## src/rtl/alu_ctrl_pkg.sv

```systemverilog
// Shared types and constants for the ALU sequencing controller.
package alu_ctrl_pkg;

  typedef enum logic [1:0] {
    IDLE = 2'd0,
    EXEC = 2'd1,
    RESP = 2'd2
  } state_t;

  localparam logic       KIND_ALU = 1'b0;
  localparam logic       KIND_LDI = 1'b1;

  localparam logic [2:0] OP_ADD = 3'b000;
  localparam logic [2:0] OP_SUB = 3'b001;

  localparam int ONZ_O = 2;
  localparam int ONZ_N = 1;
  localparam int ONZ_Z = 0;

endpackage

```

## src/rtl/alu_ctrl_regfile.sv

```systemverilog
// Operand register file: two combinational read ports, one synchronous write
// port, synchronous active-low clear.
module alu_ctrl_regfile #(
  parameter  int width = 8,
  parameter  int nreg  = 4,
  localparam int IW    = $clog2(nreg)
) (
  input  logic             clk,
  input  logic             rst_n,
  input  logic [IW-1:0]    addr_a,
  input  logic [IW-1:0]    addr_b,
  output logic [width-1:0] data_a,
  output logic [width-1:0] data_b,
  input  logic             we,
  input  logic [IW-1:0]    waddr,
  input  logic [width-1:0] wdata
);

  logic [width-1:0] mem [nreg];

  always_ff @(posedge clk) begin
    if (!rst_n) begin
      for (int i = 0; i < nreg; i++) mem[i] <= '0;
    end else if (we) begin
      mem[waddr] <= wdata;
    end
  end

  assign data_a = mem[addr_a];
  assign data_b = mem[addr_b];

endmodule

```

## src/rtl/alu_ctrl.sv

```systemverilog
// Multi-cycle controller sequencing an external ALU over a small register file.
// Optional sticky overflow output enabled by ALU_CTRL_STICKY_OVF_EN.
module alu_ctrl
  import alu_ctrl_pkg::*;
#(
  parameter  int width = 8,
  parameter  int nreg  = 4,
  localparam int IW    = $clog2(nreg)
) (
  input  logic             clk,
  input  logic             rst_n,
  input  logic             in_valid,
  output logic             in_ready,
  input  logic             in_kind,
  input  logic [2:0]       in_op,
  input  logic [IW-1:0]    in_rd,
  input  logic [IW-1:0]    in_ra,
  input  logic [IW-1:0]    in_rb,
  input  logic [width-1:0] in_imm,
  output logic [width-1:0] alu_A,
  output logic [width-1:0] alu_B,
  output logic [2:0]       alu_op,
  input  logic [width-1:0] alu_Y,
  input  logic [2:0]       alu_ONZ,
  output logic             out_valid,
  input  logic             out_ready,
  output logic [width-1:0] out_data,
`ifdef ALU_CTRL_STICKY_OVF_EN
  output logic             ovf_sticky,
`endif
  output logic [2:0]       out_onz
);

  state_t           state;
  logic [2:0]       op_q;
  logic [IW-1:0]    rd_q, ra_q, rb_q;
  logic [width-1:0] rd_data_a, rd_data_b;
  logic             accept;
  logic             rf_we;
  logic [IW-1:0]    rf_waddr;
  logic [width-1:0] rf_wdata;

  assign accept = (state == IDLE) && in_valid;

  // Only two write sources: the immediate at the LDI accept edge, or the ALU
  // result at the end of EXEC. Reset inside the regfile drops in-flight writes.
  always_comb begin
    rf_we    = 1'b0;
    rf_waddr = rd_q;
    rf_wdata = alu_Y;
    if (accept && in_kind == KIND_LDI) begin
      rf_we    = 1'b1;
      rf_waddr = in_rd;
      rf_wdata = in_imm;
    end else if (state == EXEC) begin
      rf_we = 1'b1;
    end
  end

  alu_ctrl_regfile #(.width(width), .nreg(nreg)) u_regfile (
    .clk    (clk),
    .rst_n  (rst_n),
    .addr_a (ra_q),
    .addr_b (rb_q),
    .data_a (rd_data_a),
    .data_b (rd_data_b),
    .we     (rf_we),
    .waddr  (rf_waddr),
    .wdata  (rf_wdata)
  );

  assign alu_A  = (state == EXEC) ? rd_data_a : '0;
  assign alu_B  = (state == EXEC) ? rd_data_b : '0;
  assign alu_op = (state == EXEC) ? op_q : 3'b000;

  always_ff @(posedge clk) begin
    if (!rst_n) begin
      state     <= IDLE;
      in_ready  <= 1'b1;
      out_valid <= 1'b0;
      out_data  <= '0;
      out_onz   <= 3'b000;
      op_q      <= 3'b000;
      rd_q      <= '0;
      ra_q      <= '0;
      rb_q      <= '0;
`ifdef ALU_CTRL_STICKY_OVF_EN
      ovf_sticky <= 1'b0;
`endif
    end else begin
      case (state)
        IDLE: begin
          if (in_valid) begin
            op_q     <= in_op;
            rd_q     <= in_rd;
            ra_q     <= in_ra;
            rb_q     <= in_rb;
            in_ready <= 1'b0;
            if (in_kind == KIND_LDI) begin
              out_data  <= in_imm;
              out_valid <= 1'b1;
              state     <= RESP;
            end else begin
              state <= EXEC;
            end
          end
        end
        EXEC: begin
          out_data  <= alu_Y;
          out_onz   <= alu_ONZ;
          out_valid <= 1'b1;
          state     <= RESP;
`ifdef ALU_CTRL_STICKY_OVF_EN
          if (alu_ONZ[ONZ_O]) ovf_sticky <= 1'b1;
`endif
        end
        RESP: begin
          if (out_ready) begin
            out_valid <= 1'b0;
            in_ready  <= 1'b1;
            state     <= IDLE;
          end
        end
        default: begin
          state     <= IDLE;
          in_ready  <= 1'b1;
          out_valid <= 1'b0;
        end
      endcase
    end
  end

endmodule

```

## config.mk

```make
export PLATFORM = sky130hd
export DESIGN_NAME = alu_ctrl
export DESIGN_NICKNAME = d
export VERILOG_FILES = /design/src/rtl/alu_ctrl_pkg.sv /design/src/rtl/alu_ctrl_regfile.sv /design/src/rtl/alu_ctrl.sv
export SDC_FILE = /design/constraint.sdc
export NUM_CORES = 1
export LEC_CHECK = 0
export ABC_AREA = 0
export CORE_AREA = 2 2 65 91
export CTS_BUF_LIST = sky130_fd_sc_hd__clkbuf_8
export CTS_CLUSTER_SIZE = 40
export DETAILED_ROUTE_END_ITERATION = 10
export DIE_AREA = 0 0 67 93
export GPL_TIMING_DRIVEN = 0
export PLACE_DENSITY_LB_ADDON = 0.05
export SKIP_CTS_REPAIR_TIMING = 1
export SYNTH_ARGS = -nofsm -noshare
export SYNTH_HDL_FRONTEND = slang
export SYNTH_HIERARCHICAL = 1
export SYNTH_SLANG_ARGS = --single-unit
```

## constraint.sdc

```tcl
create_clock -name clk -period 4.6 [get_ports clk]
set_input_delay 0.92 -clock clk [delete_from_list [all_inputs] [get_ports clk]]
set_output_delay 0.92 -clock clk [all_outputs]
set_load 0.02 [all_outputs]
```

* Word level (Yosys, flattened, before mapping) *
Memories as Yosys holds them, arrays and structs flattened. A register that Yosys moved wholly into a read port is not among the register bits.
Index checks and enable logic that the tools add are counted.
Widths: inputs -> output; s select.

storage, ports and cells
  flip-flop bits (word level) = 24
  RAM bits = 32
  input bits = 33
  output and inout port bits = 32
  word-level logic and storage cells = 58
  memories = 1

cells by class
  equality and inequality tests = 5
  multiplexer cells = 32
  bitwise gates (word level) = 1
  reduce and logical (&&, ||, !) cells = 10

memories
  memory         words  bits a word  read ports  clocked after Yosys merged registers in  wr ports  RTL line                source
  u_regfile.mem  4      8            2           2                                        4         alu_ctrl_regfile.sv:19  logic [width-1:0] mem [nreg];

operator list
  cell                number
  $mux 8              6
  $mux 2              9
  $pmux 8 s2          1
  $mux 1              12
  $reduce_and 3->1    3
  $reduce_or 8->1     1
  $ne 2x2->1 const B  3
  $pmux 1 s3          2
  $pmux 2 s3          1
  $reduce_and 2->1    2
  $mux 3              1
  $eq 2x1->1 const B  1
  $eq 2x2->1 const B  1
  $logic_and 1x1->1   2
  $logic_not 2->1     1
  $reduce_bool 2->1   1
  $not 1->1           1

* Longest topological paths before layout *
  word-level depth = 9
  gate-level depth with buffers = 6
  depth with buffers taken out = 5

* By module *
Netlist, hierarchy kept.

modules (own cells, without submodules)
  module            times used  cells each  area an instance (um2)
  alu_ctrl_regfile  1           97          1,634.1
  alu_ctrl          1           126         1,300.0

* Worst setup path after synthesis *
Ideal clock, no wire load.

  path type = input-to-reg
  from = input in_valid
  to = memory u_regfile.mem[2][0], enable pin
  data arrival time = 2.485 ns
  required time = 4.216 ns
  setup slack = 1.731 ns
  stages = 6
  cell sequence = nor3b_2 > and2_1 > buf_6 > mux2_4 > nand2b_1 > o21ai_0

RTL lines
  element          RTL line                source
  start, declared  alu_ctrl.sv:12          input logic in_valid,
  end, declared    alu_ctrl_regfile.sv:19

==> metrics.md <==
| Metric | Value |
|---|---|
| Die width | `about 67 µm` |
| Setup crit start kind | `input pin` |
| Status | `finished clean` |
| Post-synth EDFFs | `32` |
| Largest cells by area after synthesis | `edfxtp_1, dfxtp_1, mux4_2` |
| Drt pass-1 iters | `4` |
| RR Startpoint | `state[1]$_SDFFE_PN0P_` |
| Setup TNS | `0 ps` |
| Cts bufs inserted | `5` |
| # diodes | `0` |
| Largest net degree at the start of global routing | `19` |
| Vias per inst | `5.39` |
| FF+latch area | `~0.0014 mm²` |
| Layout cells sized above 1 | `approximately 16%` |
| Synth Area per Inst | `between 10 and 15 µm²` |
| Internal reg-to-reg setup slack | `1800 ps` |
| VDD IR max | `between 0.2 and 0.25 mV` |
| Post-route minimum period | `3500 ps` |
| DRC viols | `0` |
| Final instance area | `roughly 0.0038 mm²` |
| RSZ-0062 raised after global routing | `no` |
| Crit Path Max Fanout | `10` |
| Crit path arrival time | `3430 ps` |
| FP Rows | `32` |
| Post-DP Area | `0.00366 mm²` |
| Mapped Cells | `around 220` |
| Mapped cell area | `between 0.002 and 0.003 mm²` |
| Clock Tree Buf Depth | `2` |
| Placed insts | `355` |
| Hold path cells | `1` |
| Least-Margin Pin Slew | `between 1000 and 1500 ps` |
| Hold path start | `out_valid$_SDFFE_PN0P_` |
| Die Span Y | `93 µm` |
| Routed length per placed instance | `between 15 and 20 µm` |
| Global route overflow | `0` |
| Dominant cell by count in the synthesized netlist | `and2_1` |
| Most used flip-flop cell after synthesis | `edfxtp_1` |
| Synth Register Bits | `56` |
| Via count | `about 2,000` |
| Leak | `around 0.0014 µW` |
| Initial Utilization | `~54%` |
| CP Buf/Inv Count | `2` |
| Number of I/O port buffers | `64` |
| CTS tree | `built` |
| Non-Filler Instances | `between 300 and 400` |
| # nets final | `327` |
| Synth Net Count | `~260` |
| Top cell type by total area after synthesis | `edfxtp_1` |
| Max_slew headroom | `16.3%` |
| Syn. warnings | `6` |
| Setup slack after layout | `1100 ps` |
| Sequential share of power | `54.5%` |
| # IOs | `between 60 and 70` |
| H-tree level count | `2` |
| P_sw | `276 µW` |
| Max Cap Viol | `0` |
| Vias in the first global route | `1,994` |
| Final WL | `around 5700 µm` |
| Critical path's largest stage delay | `960 ps` |
| Slew Limit Fails | `0` |
| Floorplan core area | `about 0.0054 mm²` |
| Synth cell types | `31` |
| Final core occ | `about 69%` |
| Switching fraction of total power | `around a quarter` |
| CP endpoint kind | `flip-flop` |
| Path type of the worst min-delay path | `reg2reg` |
| Clk pwr share | `between 20% and 30%` |
| Multi-input gate area | `between 0.001 and 0.0015 mm²` |
| PwrDens | `286 mW/mm²` |
| Routability Congestion | `0.791` |
| Area growth from synthesis to layout | `27.8%` |
| Fin Clk Skew | `~6.2 ps` |
| Endpoints failing setup | `0` |
| Fillcell total | `~410` |
| Initial antenna violation count | `0` |
| Async set-reset flop share out of synthesis | `0%` |
| Final period util | `about 76%` |
| Overall routing resource usage | `between 20 and 25%` |
| Fin. Hold Viols | `0` |
| Crit-path leading delay family | `compound AO/OA/AOI/OAI gates` |
| Synth top cells by count | `and2_1, edfxtp_1, dfxtp_1` |
| Detailed Route Iter0 Violations | `between 50 and 60` |
| Register area share after synthesis | `49.1%` |
| Clock Sinks | `56` |
| Final ANT Viol Nets | `0` |
| Register clock-pin slew on the reported worst setup and hold paths | `100 ps` |
| R2R depth | `6` |
| Global-route wire length before repair | `slightly below 10,000 µm` |
| Max Freq | `~0.29 GHz` |
| Share of the synthesized area in the top cell type | `~33%` |
| Reg2reg end | `u_regfile/mem[0][5]$_SDFFCE_PN0P_` |
| Slowest CP cell | `o21ai_0` |
| Combinational share of power | `20.1%` |
| CTS root buf | `clkbuf_8` |
| Pre-CTS WS | `694 ps` |
| Latest clock arrival within the worst-skew pair | `310 ps` |
| Hold EP | `out_valid$_SDFFE_PN0P_` |
| P_int | `just under 800 µW` |
| Dpl hpwl | `~4300 µm` |
| CP cell instances | `clkdlybuf4s50_1, nor3b_2, and2_1, buf_6, mux2_4, nand2b_1, o21ai_0` |
| Kind of critical path | `in2reg` |
| Total die area | `0.00623 mm²` |
| Worst Path Required | `between 4000 and 5000 ps` |
[power groups by stage]
stage	sequential (µW)	combinational (µW)	clock, µW
after floorplan	600	125	0
after global placement	593	214	0
after detailed placement	595	217	0
after CTS	584	217	279
after global routing	588	233	300
final	584	215	273
[through the flow]
stage / total power (µW) / hold slack, ps
floorplan: 725 / 474
global placement: 807 / 485
detailed placement: 812 / 492
CTS: 1080 / 520
global route: 1120 / 537
finish: 1070 / 515
[cells in the final DEF, fill, tap and decap left out, drive strengths merged]
cell	count
mux2i	20
and2	44
inv	2
o21ai	4
nand2b	2
a21oi	10
nor2	1
and3	8
nand3	1
o31ai	8
clkinv	2
nor2b	13
and4bb	1
dfxtp	24
o21a	1
mux4	16
o211a	1
nand3b	1
buf	8
mux2	10
clkdlybuf4s50	64
nand2	2
and3b	2
clkbuf	13
nor3	1
edfxtp	32
nor3b	2
and4b	2
[final cells by class]
| cell class | instances | share of cell area (%) |
|---|---|---|
| Clock buffer | 5 | 1.83 |
| Multi-Input combinational cell | 150 | 36.8 |
| Clock inverter | 3 | 0.600 |
| Sequential cell | 56 | 38.4 |
| Inverter | 1 | 0.100 |
| Timing Repair Buffer | 64 | 17.1 |
| Tap cell | 68 | 2.27 |
| Buffer | 16 | 2.94 |
[kinds of logic after synthesis]
group | after synthesis | share of synthesized area, %
AO/OA/AOI/OAI | 24 | 5.03
buffers and inverters | 17 | 3.88
flip-flops | 56 | 49.1
multiplexers | 46 | 24.2
AND/OR/NAND/NOR | 80 | 17.7
[metal layers]
layer	global-route usage [%]	up-vias	share of wire (%)
met3	3.61	6	3.7
met2	36.6	56	53
met1	25.0	931	42
met4	6.12	0	1.1
met5	0	-	0
li1	-	965	-
[sequential cells by signal (all words and copies together), names as in the netlist]
| name | count |
|---|---|
| out_onz | 3 |
| out_valid | 1 |
| out_data | 8 |
| in_ready | 1 |
| u_regfile/mem | 32 |
| op_q | 3 |
| rd_q | 2 |
| state | 2 |
| ra_q | 2 |
| rb_q | 2 |
[worst max path at each step]
stage | cells past startpoint | end | from
2_1_floorplan | 6 | u_regfile/mem[2][0]$_SDFFCE_PN0P_ | in_valid
3_3_place_gp | 7 | u_regfile/mem[0][7]$_SDFFCE_PN0P_ | in_valid
3_5_place_dp | 7 | u_regfile/mem[2][6]$_SDFFCE_PN0P_ | in_valid
4_1_cts | 7 | u_regfile/mem[2][5]$_SDFFCE_PN0P_ | in_valid
5_1_grt | 7 | u_regfile/mem[2][5]$_SDFFCE_PN0P_ | in_valid
6_report | 7 | u_regfile/mem[0][5]$_SDFFCE_PN0P_ | in_valid
Note: power is estimated with default switching activity, not from simulation.
